[src/rtl/cpu_if.sv]
// Program-memory fetch bus between the interpreter core and its ROM.
// The ROM answers a window request one clock after it sees the address.
interface cpu_if #(
   parameter int unsigned MEM_DEPTH = 4
);
   logic [MEM_DEPTH:0] mem_addr;
   logic [3:0]         mem_extra;
   logic [127:0]       mem_data;
   logic               mem_error;

   modport master (
      output mem_addr,
      output mem_extra,
      input  mem_data,
      input  mem_error
   );

   modport slave (
      input  mem_addr,
      input  mem_extra,
      output mem_data,
      output mem_error
   );
endinterface

[src/rtl/cpu.sv]
// WebAssembly bytecode interpreter: FETCH/EXEC/HALT loop over a 16-byte fetch window,
// typed 64-bit operand stack, reports top of stack or a trap code when it stops.
module cpu #(
   parameter int unsigned MEM_DEPTH   = 4,
   parameter int unsigned STACK_DEPTH = 16
) (
   input  logic        clk,
   input  logic        reset,
   cpu_if.master       mem,
   output logic [63:0] result,
   output logic [1:0]  result_type,
   output logic        result_empty,
   output logic [3:0]  trap
);

   localparam int unsigned PcW  = MEM_DEPTH + 1;
   localparam int unsigned SpW  = $clog2(STACK_DEPTH + 1);
   localparam int unsigned IdxW = (STACK_DEPTH > 1) ? $clog2(STACK_DEPTH) : 1;

   localparam logic [1:0] TyI32 = 2'd0;
   localparam logic [1:0] TyI64 = 2'd1;

   localparam logic [3:0] TrapRun       = 4'd0;
   localparam logic [3:0] TrapEnd       = 4'd1;
   localparam logic [3:0] TrapUnreach   = 4'd2;
   localparam logic [3:0] TrapIllegal   = 4'd3;
   localparam logic [3:0] TrapOverflow  = 4'd4;
   localparam logic [3:0] TrapUnderflow = 4'd5;
   localparam logic [3:0] TrapMem       = 4'd6;
   localparam logic [3:0] TrapType      = 4'd7;

   localparam logic [7:0] OpUnreach  = 8'h00;
   localparam logic [7:0] OpNop      = 8'h01;
   localparam logic [7:0] OpEnd      = 8'h0B;
   localparam logic [7:0] OpReturn   = 8'h0F;
   localparam logic [7:0] OpDrop     = 8'h1A;
   localparam logic [7:0] OpI32Const = 8'h41;
   localparam logic [7:0] OpI64Const = 8'h42;
   localparam logic [7:0] OpI32Add   = 8'h6A;
   localparam logic [7:0] OpI64Add   = 8'h7C;

   typedef enum logic [1:0] {StFetch, StExec, StHalt} state_e;

   state_e         state_q;
   logic [PcW-1:0] pc_q;
   logic [SpW-1:0] sp_q;

   logic [63:0] stack_val  [STACK_DEPTH];
   logic [1:0]  stack_type [STACK_DEPTH];

   function automatic logic [7:0] win_byte(input logic [127:0] win, input int idx);
      return win[127 - 8 * idx -: 8];
   endfunction

   assign mem.mem_addr  = pc_q;
   assign mem.mem_extra = 4'd10;

   // Signed LEB128 immediate following the opcode byte.
   logic [7:0]  opcode;
   logic [7:0]  leb_byte;
   logic [63:0] leb_val;
   logic [3:0]  leb_len;
   logic        leb_ok;
   int          leb_max;

   always_comb begin
      opcode   = win_byte(mem.mem_data, 0);
      leb_max  = (opcode == OpI64Const) ? 10 : 5;
      leb_byte = '0;
      leb_val  = '0;
      leb_len  = '0;
      leb_ok   = 1'b0;
      for (int i = 0; i < 10; i++) begin
         if (!leb_ok && i < leb_max) begin
            leb_byte = win_byte(mem.mem_data, i + 1);
            for (int k = 0; k < 7; k++) begin
               if (7 * i + k < 64) leb_val[7 * i + k] = leb_byte[k];
            end
            if (!leb_byte[7]) begin
               leb_ok  = 1'b1;
               leb_len = 4'(i + 1);
               if (leb_byte[6]) leb_val = leb_val | (~64'd0 << (7 * (i + 1)));
            end
         end
      end
   end

   logic [IdxW-1:0] idx_top;
   logic [IdxW-1:0] idx_sec;
   logic [63:0]     top_val;
   logic [63:0]     sec_val;
   logic [1:0]      top_type;
   logic [1:0]      sec_type;

   assign idx_top  = IdxW'(sp_q - SpW'(1));
   assign idx_sec  = IdxW'(sp_q - SpW'(2));
   assign top_val  = stack_val[idx_top];
   assign sec_val  = stack_val[idx_sec];
   assign top_type = stack_type[idx_top];
   assign sec_type = stack_type[idx_sec];

   logic            stack_full;
   logic [3:0]      ex_trap;
   logic            ex_end;
   logic [3:0]      ex_len;
   logic            ex_push;
   logic [IdxW-1:0] ex_idx;
   logic [63:0]     ex_val;
   logic [1:0]      ex_type;
   logic [SpW-1:0]  ex_sp;
   logic            wr_en;

   assign stack_full = (sp_q == SpW'(STACK_DEPTH));

   always_comb begin
      ex_trap = TrapRun;
      ex_end  = 1'b0;
      ex_len  = 4'd1;
      ex_push = 1'b0;
      ex_idx  = IdxW'(sp_q);
      ex_val  = '0;
      ex_type = TyI32;
      ex_sp   = sp_q;
      case (opcode)
         OpUnreach: ex_trap = TrapUnreach;
         OpNop:     ex_len  = 4'd1;
         OpEnd, OpReturn: ex_end = 1'b1;
         OpDrop: begin
            if (sp_q == '0) ex_trap = TrapUnderflow;
            else            ex_sp   = sp_q - SpW'(1);
         end
         OpI32Const, OpI64Const: begin
            ex_len  = leb_len + 4'd1;
            ex_push = 1'b1;
            ex_sp   = sp_q + SpW'(1);
            if (opcode == OpI32Const) begin
               ex_val  = {32'd0, leb_val[31:0]};
               ex_type = TyI32;
            end else begin
               ex_val  = leb_val;
               ex_type = TyI64;
            end
            // Unterminated immediate within its length limit is malformed code.
            if (!leb_ok)         ex_trap = TrapIllegal;
            else if (stack_full) ex_trap = TrapOverflow;
         end
         OpI32Add, OpI64Add: begin
            ex_push = 1'b1;
            ex_idx  = idx_sec;
            ex_sp   = sp_q - SpW'(1);
            if (opcode == OpI32Add) begin
               ex_type = TyI32;
               ex_val  = {32'd0, sec_val[31:0] + top_val[31:0]};
            end else begin
               ex_type = TyI64;
               ex_val  = sec_val + top_val;
            end
            if (sp_q < SpW'(2))                                ex_trap = TrapUnderflow;
            else if (top_type != ex_type || sec_type != ex_type) ex_trap = TrapType;
         end
         default: ex_trap = TrapIllegal;
      endcase
   end

   assign wr_en = (state_q == StExec) && !mem.mem_error && (ex_trap == TrapRun) && ex_push;

   always_ff @(posedge clk) begin
      if (wr_en) begin
         stack_val[ex_idx]  <= ex_val;
         stack_type[ex_idx] <= ex_type;
      end
   end

   always_ff @(posedge clk or negedge reset) begin
      if (!reset) begin
         state_q      <= StFetch;
         pc_q         <= '0;
         sp_q         <= '0;
         result       <= '0;
         result_type  <= TyI32;
         result_empty <= 1'b1;
         trap         <= TrapRun;
      end else begin
         case (state_q)
            StFetch: state_q <= StExec;
            StExec: begin
               if (mem.mem_error) begin
                  trap    <= TrapMem;
                  state_q <= StHalt;
               end else if (ex_trap != TrapRun) begin
                  trap    <= ex_trap;
                  state_q <= StHalt;
               end else if (ex_end) begin
                  if (sp_q == '0) begin
                     result       <= '0;
                     result_type  <= TyI32;
                     result_empty <= 1'b1;
                  end else begin
                     result       <= top_val;
                     result_type  <= top_type;
                     result_empty <= 1'b0;
                  end
                  trap    <= TrapEnd;
                  state_q <= StHalt;
               end else begin
                  pc_q    <= pc_q + PcW'(ex_len);
                  sp_q    <= ex_sp;
                  state_q <= StFetch;
               end
            end
            default: state_q <= StHalt;
         endcase
      end
   end

endmodule

[src/flat_wrapper.sv]
// flat-port wrapper written by rule: the top's interface ports become plain ports
module cpu_flat 
#(
   parameter int unsigned MEM_DEPTH   = 4,
   parameter int unsigned STACK_DEPTH = 16
)
  (clk, reset, result, result_type, result_empty, trap, mem_mem_addr, mem_mem_extra, mem_mem_data, mem_mem_error);
  cpu_if #(.MEM_DEPTH(MEM_DEPTH)) mem_i ();
  input  logic clk;
  input  logic reset;
  output logic [63:0] result;
  output logic [1:0] result_type;
  output logic result_empty;
  output logic [3:0] trap;
  output wire logic [$bits(mem_i.mem_addr)-1:0] mem_mem_addr;
  output wire logic [$bits(mem_i.mem_extra)-1:0] mem_mem_extra;
  input wire logic [$bits(mem_i.mem_data)-1:0] mem_mem_data;
  input wire logic [$bits(mem_i.mem_error)-1:0] mem_mem_error;
  assign mem_mem_addr = mem_i.mem_addr;
  assign mem_mem_extra = mem_i.mem_extra;
  assign mem_i.mem_data = mem_mem_data;
  assign mem_i.mem_error = mem_mem_error;
  cpu #(.MEM_DEPTH(MEM_DEPTH), .STACK_DEPTH(STACK_DEPTH)) u_core (.clk(clk), .reset(reset), .mem(mem_i), .result(result), .result_type(result_type), .result_empty(result_empty), .trap(trap));
endmodule
[config.mk]
export PLATFORM = sky130hd
export DESIGN_NAME = cpu_flat
export DESIGN_NICKNAME = d
export VERILOG_FILES = /design/src/rtl/cpu_if.sv /design/src/rtl/cpu.sv /design/src/flat_wrapper.sv
export SDC_FILE = /design/constraint.sdc
export NUM_CORES = 2
export LEC_CHECK = 0
export CELL_PAD_IN_SITES_DETAIL_PLACEMENT = 1
export CELL_PAD_IN_SITES_GLOBAL_PLACEMENT = 1
export CORE_MARGIN = 3
export CORE_UTILIZATION = 58
export CTS_CLUSTER_SIZE = 40
export DETAILED_ROUTE_END_ITERATION = 12
export GPL_TIMING_DRIVEN = 1
export PLACE_DENSITY = 0.87
export SLEW_MARGIN = 15
export SYNTH_ARGS = -nofsm -noshare
export SYNTH_HDL_FRONTEND = slang
export SYNTH_SLANG_ARGS = --single-unit
[constraint.sdc]
create_clock -name clk -period 14.5 [get_ports clk]
set_input_delay 2.175 -clock clk [delete_from_list [all_inputs] [get_ports clk]]
set_output_delay 2.175 -clock clk [all_outputs]
set_load 0.01 [all_outputs]
**After elaboration in Yosys (flattened, before gate mapping)**

Memories as Yosys holds them, arrays and structs flattened.
Cells that the tools add are included.

- Add/sub/neg operators: 7
- Magnitude comparators: 11
- Equality and inequality tests: 13
- Muxes and demuxes: 100
- Bitwise operators: 3
- Reduce and logical (&&, ||, !) cells: 39

Operator list:

| cell | number |
|---|---|
| $mux 64 | 31 |
| $lt 4x32->1 const A | 4 |
| $pmux 64 s2 | 1 |
| $mux 4 | 26 |
| $add 64x64->64 | 1 |
| $lt 3x32->1 const A | 2 |
| $lt 5x32->1 const A | 2 |
| $add 32x32->32 | 1 |
| $eq 8x7->1 const B | 4 |
| $lt 1x32->1 const A | 1 |
| $lt 2x32->1 const A | 1 |
| $mux 1 | 29 |
| $pmux 4 s5 | 1 |
| $eq 8x4->1 const B | 2 |
| $pmux 5 s3 | 1 |
| $logic_and 1x1->1 | 12 |
| $logic_not 1->1 | 10 |
| $mux 2 | 5 |
| $mux 3 | 3 |
| $eq 8x1->1 const B | 1 |
| $eq 8x5->1 const B | 1 |
| $logic_not 8->1 | 1 |
| $pmux 2 s2 | 2 |
| $reduce_and 4->1 | 2 |
| other kinds (23) | 29 |

- Flip-flop bits (word level): 83
- Memory bits (writable): 1056
- Input bits: 131
- Output and inout bits: 80
- Logic and storage cells: 182
- Memories: 2

Memory list:

| name | depth | bits a word | rd ports | clocked after memory_dff | write ports | RTL line | text |
|---|---|---|---|---|---|---|---|
| u_core.stack_val | 16 | 64 | 2 | 0 | 1 | cpu.sv:48 | `logic [63:0] stack_val [STACK_DEPTH];` |
| u_core.stack_type | 16 | 2 | 2 | 0 | 1 | cpu.sv:49 | `logic [1:0] stack_type [STACK_DEPTH];` |

**Longest topological paths before layout**

- Depth after elaboration: 38
- Mapped depth: 23
- Mapped depth without buffers: 17

**Least setup slack after synthesis**

Ideal clock, no wire load.

- Path type: reg2reg
- Start: register u_core.sp_q[0]
- End: memory u_core.stack_val[0][48] (data pin)
- Setup time: 0.330 ns
- Arrival: 7.393 ns
- Data required time: 14.170 ns
- Path slack: 6.777 ns
- Stages on the path, launching flop included: 23
- Path buffers: 7
- Period minus slack after synthesis: 7.723 ns
- Path through: dfrtp_1 buf_6 buf_1 clkbuf_1 clkbuf_1 inv_1 ha_1 clkbuf_1 clkbuf_1 buf_1 mux4_2 mux4_2 ha_1 a211oi_1 or3_1 o211ai_1 a21bo_2 a21oi_1 a2111o_1 a31oi_1 a21oi_1 xor2_1 o21ai_0

- Cells in the longest elaborated chain, start to end: 5
- Elaborated cells between the ends (all ways): 6
- Those cells by class: add/sub: 3; mux: 2; memory: 1

Ends and longest elaborated chain:

| what | RTL line | text |
|---|---|---|
| start: declaration | cpu.sv:46 | `logic [SpW-1:0] sp_q;` |
| start signal: assignment | cpu.sv:207 | `sp_q <= ex_sp;` |
| $sub 5x1->5 / $sub 4x2->4 (equally long branches) | cpu.sv:95, cpu.sv:96 |  |
| $mem_v2 16x64 (*) | -- |  |
| $add 64x64->64 (*) | cpu.sv:156 | `ex_val = sec_val + top_val;` |
| $mux 64 (*) | cpu.sv:151 | `if (opcode == OpI32Add) begin` |
| $pmux 64 s2 (*) | cpu.sv:124 | `case (opcode)` |
| via u_core.ex_val[48] | cpu.sv:108 | `logic [63:0] ex_val;` |
| end: declaration | cpu.sv:48 |  |

Mark *: on every way through the listed nets, which the timed path passes. The rest lies on a longest branch.

**Worst setup path after layout**

- Start: register u_core.sp_q[1]
- End: memory u_core.stack_val[13][62] (data pin)

The elaborated chain is that of the path after synthesis.

==> reports/qor.csv <==
metric,value,unit
worst_pin_slew,1.19,ns
critPathRequiredTime,14.95,ns
chipHeight,314,µm
dp_cells,4337,
yosysUniqueCellTypes,68,
max_slew_margin,20.4,%
dieArea,0.0986,mm²
cts-hold-fix-buffers,0,
drc,0,
drtAntennaViolNets,0,
ioPinCount,211,
yosysSeqAreaShare,60.4,%
fin_crit_sh,64.4,%
start_kind,flip-flop,
grt-ovfl-total,0,
grt_pass1_wl,271,mm
ys_warn_count,0,
worstHoldEndpoint,u_core.result[2],
hold_ws,0.484,ns
synthFlopType,edfxtp_1,
synth_top_area_share,56.7,%
endpoint_kind,flip-flop,
reg2reg_to,u_core.stack_val[13][62],
tns,0,ns
async_reset_ff_share,7.23,%
synth_area,0.0550,mm²
crit_fanout,40,
achievable-frequency,0.107,GHz
finish.utilization,66.5,%
grt_setup_unrepaired,false,
hpwl,108,mm
path_class,flip-flop to flip-flop,
period_minus_slack,9.34,ns
rows,112,
cellPowerDensity,106,mW/mm²
start_util,58.7,%
synthCells,3039,
antenna_found_initial,6,
firstDrtPassIters,6,
r2r-start,u_core.sp_q[1],
cts_setup_buffers,0,
gp_congestion,0.945,
cts_tree,done,
area_growth,13.2,%
skew,0.0492,ns
synth_largest_area_cell,edfxtp_1,
crit_arrival,9.79,ns
slowest_delay,0.82,ns
synth_edf_count,1040,
first_iter_violations,6596,
hold_depth,2,
cp_slowest_cell,buf_4,
hold_viol,0,
drv_slew,0,
grt_max_degree,158,
stdcell_count,4554,
synthTopCellsByArea,"edfxtp_1 (57%), mux4_2 (27%), dfrtp_1 (3.6%)",
synth.avg_cell_area,18.1,µm²
cts.sinks,1121,
cts.clk_slew.worst_paths,0.07,ns
ctsHtreeMaxLevel,3,
crit_chain,inv_1 -> ha_4 -> buf_4 -> buf_4 -> mux4_2 -> mux4_2 -> ha_1 -> nand4_1 -> nor3_1 -> nand4b_1 -> a31oi_1 -> nor3_1 -> buf_4 -> o21ai_0 -> a21oi_1 -> a2111oi_0 -> a311o_1,
fin_nets,3408,
outcome,"finished, final reports clean",
clockBufferDepth,3,
leakage,0.0216,µW
synth_common_cells,"edfxtp_1 (1,040), mux4_2 (650), nand2_1 (213), o21ai_0 (174), clkbuf_1 (149)",
r2r_slack,5.16,ns
cts-resized-gates,0,
ir_drop,93.6,µV
port-buffer-count,158,
crit_path_frequent_cell,buf_4,
wirelength,188,mm
wl_per_cell,41.3,µm
core_area,0.0937,mm²
min_path_type,flip-flop to flip-flop,
worstRegToRegCells,17,
synth_most_common_cell,edfxtp_1,
clk_latency,0.74,ns
setup_viol_count_final,0,
root_buffer,clkbuf_16,
drive_gt1_share,29.9,%
cts_buffers,115,
vias_per_cell,7.92,
num_vias,36100,
yosys_register_bits,1121,
grt_pass1_vias,38000,
track_usage,38.5,%
maxCapViolations,0,
min_from,u_core.result[2],
die_w,314,µm
## layout by cell type, fill, tap and decap left out, drive strengths merged, types with 73 or more instances in the layout
cell type      synthesis  routed
ha                    73      73
mux4                 650     650
o21ai                176     176
buf                   65      99
a21oi                100     100
dfrtp                 80      80
clkdlybuf4s50          0     157
clkbuf               149     152
nor2                  84      84
nand2                213     213
edfxtp              1040    1040
## area by class of cell
type | instances | area, µm²
diodes | 4 | 10.0
clock buffers | 152 | 3120
clock inverters | 59 | 686
fillers | 7656 | 31400
inverters | 32 | 120
multi-input cells | 1676 | 21200
flip-flops and latches | 1121 | 33300
well taps | 1254 | 1570
repair buffers | 256 | 2370
## stage by stage
step | instance area (µm²) | power [µW] | setup WS, ns
global placement | 58300 | 3620 | 5.97
finish | 62300 | 6620 | 5.16
CTS | 62100 | 6630 | 5.46
floorplan | 55100 | 3570 | 6.78
detailed placement | 58300 | 3630 | 5.47
global route | 62300 | 6770 | 4.74
## kinds of logic after synthesis
logic type	Yosys count	share of synthesized area [%]
other	2	0.0136
XOR/XNOR	71	1.13
buffers and inverters	246	1.76
AND/OR/NAND/NOR	430	3.53
multiplexers	655	26.7
flip-flops	1121	60.4
AO/OA/AOI/OAI	439	4.73
adder cells (fa/ha/maj)	75	1.73
## worst max-delay path, delay by kind of cell (launching register included)
family	cells	cell delay, ns
AOI/OAI and AO/OA	5	2.64
adders and majority gates	2	1.29
buffers and inverters	4	2.02
DFF	1	0.81
muxes	2	1.13
and+or+nand+nor	4	1.13
## power by group
group / switching (µW) / total, µW / internal [µW]
logic: 47.3 / 76.9 / 29.5
clock network: 1300 / 3060 / 1760
registers: 1.18 / 3490 / 3490
## worst max-delay path by stage
stage,start,end,slack [ns],cells past startpoint
global placement,u_core.sp_q[0],u_core.stack_val[4][56],5.97,16
floorplan,u_core.sp_q[0],u_core.stack_val[0][48],6.78,22
CTS,u_core.sp_q[0],u_core.stack_val[11][56],5.46,16
global route,u_core.sp_q[1],u_core.stack_val[1][62],4.74,17
finish,u_core.sp_q[1],u_core.stack_val[13][62],5.16,17
detailed placement,u_core.sp_q[0],u_core.stack_val[14][56],5.47,16
## state kept, by name (all words and copies together), names as in the netlist
| signal | cells |
|---|---|
| u_core.trap | 3 |
| u_core.state_q | 2 |
| u_core.sp_q | 5 |
| u_core.stack_val | 1024 |
| u_core.mem.mem_addr | 5 |
| u_core.stack_type | 16 |
| u_core.result_empty | 1 |
| u_core.result | 64 |
| u_core.result_type | 1 |
## per-layer routing
metal	share of wire, %	GRT usage [%]
met1	32	49.7
met2	47	59.1
met4	6.8	22.2
met3	14	11.5
met5	0.022	0
(Power assumes the default switching activity.)
